--- config.mk ---
export PLATFORM = sky130hd
export DESIGN_NAME = fp_square_flat
export DESIGN_NICKNAME = d
export VERILOG_FILES = /design/src/rtl/fp_square_if.sv /design/src/rtl/fp_square.sv /design/src/flat_wrapper.sv
export SDC_FILE = /design/constraint.sdc
export NUM_CORES = 1
export LEC_CHECK = 0
export ABC_AREA = 1
export BUFFER_PORTS_ARGS = -buffer_cell sky130_fd_sc_hd__buf_2
export CAP_MARGIN = 30
export CORE_MARGIN = 2
export CORE_UTILIZATION = 40
export CTS_BUF_LIST = sky130_fd_sc_hd__clkbuf_16
export CTS_CLUSTER_SIZE = 40
export DETAILED_ROUTE_END_ITERATION = 16
export GPL_TIMING_DRIVEN = 0
export HOLD_SLACK_MARGIN = 0.1
export PLACE_DENSITY = 0.62
export RECOVER_POWER = 50
export SLEW_MARGIN = 20
export SYNTH_ARGS = -nofsm -noshare
export SYNTH_HDL_FRONTEND = slang
export SYNTH_SLANG_ARGS = --single-unit
--- constraint.sdc ---
create_clock -name clk -period 8.5 [get_ports clk]
set_input_delay 1.275 -clock clk [delete_from_list [all_inputs] [get_ports clk]]
set_output_delay 1.275 -clock clk [all_outputs]
set_load 0.01 [all_outputs]
--- src/rtl/fp_square_if.sv ---
// go/done handshake bundle for the sequential fixed-point squarer.
// The squarer takes the slave side; the invoking controller takes the master side.
interface fp_square_if #(
    parameter int WIDTH = 32
) ();
    logic             go;
    logic [WIDTH-1:0] in;
    logic [WIDTH-1:0] out;
    logic             done;
    logic             overflow;

    modport master (
        output go,
        output in,
        input  out,
        input  done,
        input  overflow
    );

    modport slave (
        input  go,
        input  in,
        output out,
        output done,
        output overflow
    );
endinterface

--- src/rtl/fp_square.sv ---
// Sequential unsigned fixed-point squarer, one shift-add step per cycle, go/done handshake.
// Define FP_SQUARE_SAT_EN to saturate out to all ones whenever overflow is flagged.
module fp_square #(
    parameter int WIDTH      = 32,
    parameter int INT_WIDTH  = 16,
    parameter int FRAC_WIDTH = 16
) (
    input logic        clk,
    input logic        reset_n,
    fp_square_if.slave bus
);
    localparam int PW    = 2 * WIDTH;
    localparam int IDX_W = $clog2(WIDTH) + 1;
    localparam logic [IDX_W-1:0] LAST_IDX = IDX_W'(WIDTH - 1);

    if (INT_WIDTH + FRAC_WIDTH != WIDTH) begin : g_format_check
        $error("fp_square: INT_WIDTH + FRAC_WIDTH must equal WIDTH");
    end

    typedef enum logic [1:0] {
        IDLE,
        BUSY,
        DONE
    } state_t;

    state_t           state;
    logic [WIDTH-1:0] m;
    logic [WIDTH-1:0] q;
    logic [PW-1:0]    p;
    logic [IDX_W-1:0] idx;
    logic [PW-1:0]    addend;

    // Anything above the top of the output window cannot be represented.
    function automatic logic range_overflow(input logic [PW-1:0] prod);
        return |(prod >> (WIDTH + FRAC_WIDTH));
    endfunction

    // Drop the low FRAC_WIDTH product bits: truncation toward zero.
    function automatic logic [WIDTH-1:0] extract(input logic [PW-1:0] prod);
        return prod[FRAC_WIDTH +: WIDTH];
    endfunction

    function automatic logic [WIDTH-1:0] saturate(input logic [WIDTH-1:0] value,
                                                  input logic             ovf);
`ifdef FP_SQUARE_SAT_EN
        return ovf ? {WIDTH{1'b1}} : value;
`else
        return ovf ? value : value;
`endif
    endfunction

    always_comb begin
        addend = '0;
        if (q[0]) begin
            addend = {{WIDTH{1'b0}}, m} << idx;
        end
    end

    always_ff @(posedge clk or negedge reset_n) begin
        if (!reset_n) begin
            state        <= IDLE;
            m            <= '0;
            q            <= '0;
            p            <= '0;
            idx          <= '0;
            bus.out      <= '0;
            bus.overflow <= 1'b0;
            bus.done     <= 1'b0;
        end else begin
            bus.done <= 1'b0;
            case (state)
                IDLE: begin
                    if (bus.go) begin
                        m     <= bus.in;
                        q     <= bus.in;
                        p     <= '0;
                        idx   <= '0;
                        state <= BUSY;
                    end
                end
                // One multiplier bit per cycle, LSB first.
                BUSY: begin
                    p   <= p + addend;
                    q   <= q >> 1;
                    idx <= idx + IDX_W'(1);
                    if (idx == LAST_IDX) begin
                        state <= DONE;
                    end
                end
                // p now holds the exact product; window it into the output format.
                DONE: begin
                    bus.out      <= saturate(extract(p), range_overflow(p));
                    bus.overflow <= range_overflow(p);
                    bus.done     <= 1'b1;
                    state        <= IDLE;
                end
                default: begin
                    state <= IDLE;
                end
            endcase
        end
    end
endmodule

--- src/flat_wrapper.sv ---
// flat-port wrapper written by rule: the top's interface ports become plain ports
module fp_square_flat 
#(
    parameter int WIDTH      = 32,
    parameter int INT_WIDTH  = 16,
    parameter int FRAC_WIDTH = 16
)
  (clk, reset_n, bus_go, bus_in, bus_out, bus_done, bus_overflow);
  fp_square_if #(.WIDTH(WIDTH)) bus_i ();
  input logic clk;
  input logic reset_n;
  input wire logic [$bits(bus_i.go)-1:0] bus_go;
  input wire logic [$bits(bus_i.in)-1:0] bus_in;
  output wire logic [$bits(bus_i.out)-1:0] bus_out;
  output wire logic [$bits(bus_i.done)-1:0] bus_done;
  output wire logic [$bits(bus_i.overflow)-1:0] bus_overflow;
  assign bus_i.go = bus_go;
  assign bus_i.in = bus_in;
  assign bus_out = bus_i.out;
  assign bus_done = bus_i.done;
  assign bus_overflow = bus_i.overflow;
  fp_square #(.WIDTH(WIDTH), .INT_WIDTH(INT_WIDTH), .FRAC_WIDTH(FRAC_WIDTH)) u_core (.clk(clk), .reset_n(reset_n), .bus(bus_i));
endmodule
Word-level counts from Yosys, hierarchy flattened --
Cells that the tools add are included. W data, S select, Z words.
Cells by class: add/subtract/negate cells 2, multiply operators 0, div/mod/pow operators 0, order comparisons 0, eq/ne operators 5, shift operators 1, multiplexer cells 11, bitwise gates (word level) 0, reductions and logical operators 6
Operator list (number):
- $mux W64 | 2
- $pmux W64 S2 | 1
- $add A64 B64 Y64 | 1
- $pmux W32 S2 | 1
- $shl A32 B6 Y64 | 1
- $mux W32 | 1
- $reduce_or A16 Y1 | 1
- $pmux W6 S2 | 1
- $add A6 B1 Y6 const B | 1
- $eq A6 B5 Y1 const B | 1
- $mux W6 | 1
- $reduce_and A2 Y1 | 3
- $mux W2 | 2
- $pmux W2 S2 | 1
- $eq A2 B1 Y1 const B | 1
- $eq A2 B2 Y1 const B | 1
- $logic_not A2 Y1 | 1
- $ne A2 B1 Y1 const B | 1
- $ne A2 B2 Y1 const B | 1
- $reduce_bool A2 Y1 | 1
- $mux W1 | 1
Word-level totals: register bits 170, latch bits 0, RAM bits 0, memory bits (read-only) 0, logic and storage cells 33, memories 0

Longest topological paths before layout --
depth after elaboration 4, gate-level depth with buffers 30, depth with buffers taken out 29

Worst setup path before layout --
No wires, ideal clock.
path kind register to register, start point reg u_core.idx[4], end point reg u_core.p[56], setup time 118 ps, arrival 2924 ps, data required time 8382 ps, path slack 5458 ps, stages on the path, launching flop included 22, path buffers 3, cells stage by stage dfrtp_1 -> clkbuf_1 -> inv_1 -> buf_2 -> buf_1 -> nand2_1 -> nor2_1 -> ha_1 -> inv_1 -> fa_1 -> inv_1 -> nand2_1 -> o21ai_2 -> inv_1 -> o21ai_1 -> nand2_1 -> nand3_1 -> nand3_1 -> nand2_1 -> nand2_1 -> nand3_1 -> nand2_1
Between the ends: cells in the longest elaborated chain, start to end 4
Ends and longest elaborated chain:
- start, declared | line fp_square.sv:30 | logic [IDX_W-1:0] idx;
- start signal, assigned | line fp_square.sv:85 | idx <= idx + IDX_W'(1);
- $shl A32 B6 Y64 | line fp_square.sv:55 | addend = {{WIDTH{1'b0}}, m} << idx;
- $mux W64 | line fp_square.sv:54 | if (q[0]) begin
- $add A64 B64 Y64 | line fp_square.sv:83 | p <= p + addend;
- $pmux W64 S2 | line fp_square.sv:71 | case (state)
- end signal, assigned | line fp_square.sv:83
- end, declared | line fp_square.sv:29 | logic [PW-1:0] p;
Every way passes these cells. A chain may end at the register's enable or synchronous reset.

==> results.toml <==
[clock_tree]
root_buffer = "clkbuf_16"
tritoncts = "built"
h-tree-depth = 4
clk_latency_ns = 0.49
cts_resized = 0
cts_hold_buf = 0
numCtsBuffers = 17
clock_sinks = 170
cts_buffer_depth = 2
post-cts-setup-buffers = 0
clk_pin_slew_worst_paths_ns = 0.08

[sta]
slew_headroom_pct = -194
period_needed_ns = 4.86
fin_crit_sh_pct = 57.2
holdWs_ns = 0.472
fmax_mhz = 206
skew_ns = 0.0279
setup_viol = 0
finalMaxSlewViolations = 78
finalHoldViolCount = 0
setup-tns-final_ns = 0
worst_pin_slew_ns = 4.40
rsz0062_at_grt = "no"

[logic_synthesis]
avgSynthCellArea_um2 = 6.09
ys_types = 43
syn_nets = 2402
synthDominantCellAreaShare_pct = 30.3
syn_area_um2 = 14000
synth_commonest_cells = "867 x nand2_1, 268 x inv_1, 196 x nor2_1"
netlist_instances = 2302
ys_top_cells_by_area = "dfrtp_1 30%, nand2_1 23%, inv_1 7.2%"
synth.ff_latch_count = 170
yosys_most_used_dff = "dfrtp_1"
yosysMostFrequentCell = "nand2_1"
synth_area_leader_cell = "dfrtp_1"
synthArstFlopShare_pct = 100
synth_seq_area_share_pct = 30.3
ys.warnings.count = 0
synth_edf_count = 0

[place]
gp_congestion = 1.04
hpwl_mm = 51.2
placed_cell_area_um2 = 15000
placed_cells = 2826
io_buffers = 68

[die]
fp.dieW_um = 191
core_area_um2 = 34500
dieArea_um2 = 36600
io_pins = 69
initial_utilization_pct = 40.6
rows = 68
fp.dieH_um = 191

[flow_run]
maxCapViolations = 1

[worst_setup_path]
crit_path_end_kind = "asynchronous set/reset pin"
r2r-end = "u_core.p[56]"
cp_slowest_cell = "clkbuf_1"
path_class = "input port to asynchronous set/reset pin"
reg2reg_from = "u_core.idx[5]"
regToRegSetupSlack_ns = 3.67
reg2reg_depth = 20
cpPeakStageDelay_ns = 3.01
worstSetupStartpointType = "input port"
worst_ep_required_time_ns = 8.07
worstPathMaxFanout = 78
path_buf_inv = 1
path_cells = "clkbuf_1"
cp_data_arrival_time_ns = 4.42
critPathTopFamily = "buffers and inverters"

[worst_hold_path]
whs_path_depth = 2
min_to = "u_core.bus.out[27]"
hp-class = "flip-flop to flip-flop"
hp-start = "u_core.bus.out[27]"

[routing]
via_per_inst = 5.39
drtAntennaViolNets = 0
first_pass_iters = 6
drtIter0Drc = 1250
route.detailed.drc = 0
wl_mm = 60.9
post_drt_wl_per_cell_um = 21.3
vias = 15400

[final_layout]
drive_above_1_share_pct = 5.74
syn2layout_area_growth_pct = 11.2
design_area_um2 = 15600
nets = 2490
layout.cells.non_filler = 2860

[global_routing]
grt_pass1_vias = 15000
grt_usage_pct = 34.1
grt_max_degree = 94
antenna_found_initial = 3
overflow = 0
grt_pass1_wl_mm = 90.8

[power_and_ir_drop]
cellPowerDensity_nw_per_um2 = 499
power.leakage_nw = 8.24
peakVddDrop_uv = 240
power_mw = 7.78

[status]
violations = "capacitance limit, slew limit"
status = "complete, but fails checks"
[cell type report]
cell class / instances / area (um2)
tap: 455 / 569
fill: 3835 / 19000
clock buffer: 17 / 425
clock inverter: 15 / 205
sequential: 170 / 4250
antenna: 2 / 5.00
timing repair buffer: 69 / 367
buffer: 78 / 368
multi-input combinational: 1779 / 8360
inverter: 275 / 1030
[through the flow]
step	utilization (%)	worst slack [ns]
5_1_grt	45.1	2.59
3_5_place_dp	43.3	3.79
3_3_place_gp	43.2	3.32
4_1_cts	45.2	3.77
6_report	45.1	3.64
2_1_floorplan	-	5.46
[worst max-delay path by stage]
stage | startpoint | end | slack (ns) | cells after the start
6_report | reset_n | u_core.m[22] | 3.64 | 1
5_1_grt | reset_n | u_core.q[25] | 2.59 | 1
4_1_cts | u_core.idx[5] | u_core.p[56] | 3.77 | 20
3_5_place_dp | u_core.idx[5] | u_core.p[56] | 3.79 | 20
3_3_place_gp | reset_n | u_core.q[23] | 3.32 | 1
2_1_floorplan | u_core.idx[4] | u_core.p[56] | 5.46 | 21
[tightest hold or removal path, stage by stage, from the launching register on]
cell and delay [ns]:
dfrtp_1 0.34, nand2_1 0.05, nand2_1 0.05
[layer usage]
layer	part of all wire, %	GRT usage, %	routed length [um]
met5	0.013	0	8
met4	4.9	16.1	2970
met3	4.8	4.46	2920
met2	49	58.8	29600
met1	42	42.2	25500
[logic make-up after synthesis]
family	after synthesis	synth area share [%]
buffers and inverters	353	10.0
adders and majority gates	65	5.86
AOI/OAI and AO/OA	377	14.4
muxes	6	0.428
DFF	170	30.3
and+or+nand+nor	1324	38.6
xor gates and xnor gates	7	0.437
[cells in the final DEF (no fill, tap or decap), types with 4 or more instances in the layout]
cell type / count
clkbuf_1: 48
nor4_1: 9
buf_1: 11
nor2_1: 196
buf_2: 76
inv_1: 268
mux2i_1: 6
or2_1: 11
buf_6: 6
clkinv_8: 4
ha_1: 64
a31oi_1: 6
o22ai_1: 15
o21ai_2: 5
dfrtp_1: 170
nand3b_1: 12
xnor2_1: 5
a21oi_1: 113
clkbuf_16: 17
inv_6: 4
and2_1: 4
nand2_1: 868
nand3_1: 184
o21bai_1: 16
nor3_1: 15
nand4_1: 16
buf_4: 5
o21ai_1: 50
o21ai_0: 159
[sequential cells by signal (all words and copies together), names as in the netlist]
signal,cells
u_core.p,64
u_core.bus.out,32
u_core.m,32
u_core.q,32
u_core.idx,6
u_core.state,2
u_core.bus.done,1
u_core.bus.overflow,1
[power by group]
group	total, mW	switching, mW	internal [mW]
logic	5.43	3.86	1.57
registers	1.46	0.277	1.19
clock network	0.881	0.431	0.450
total	7.78	4.57	3.21
No activity file was read; power rests on OpenSTA's default activity.
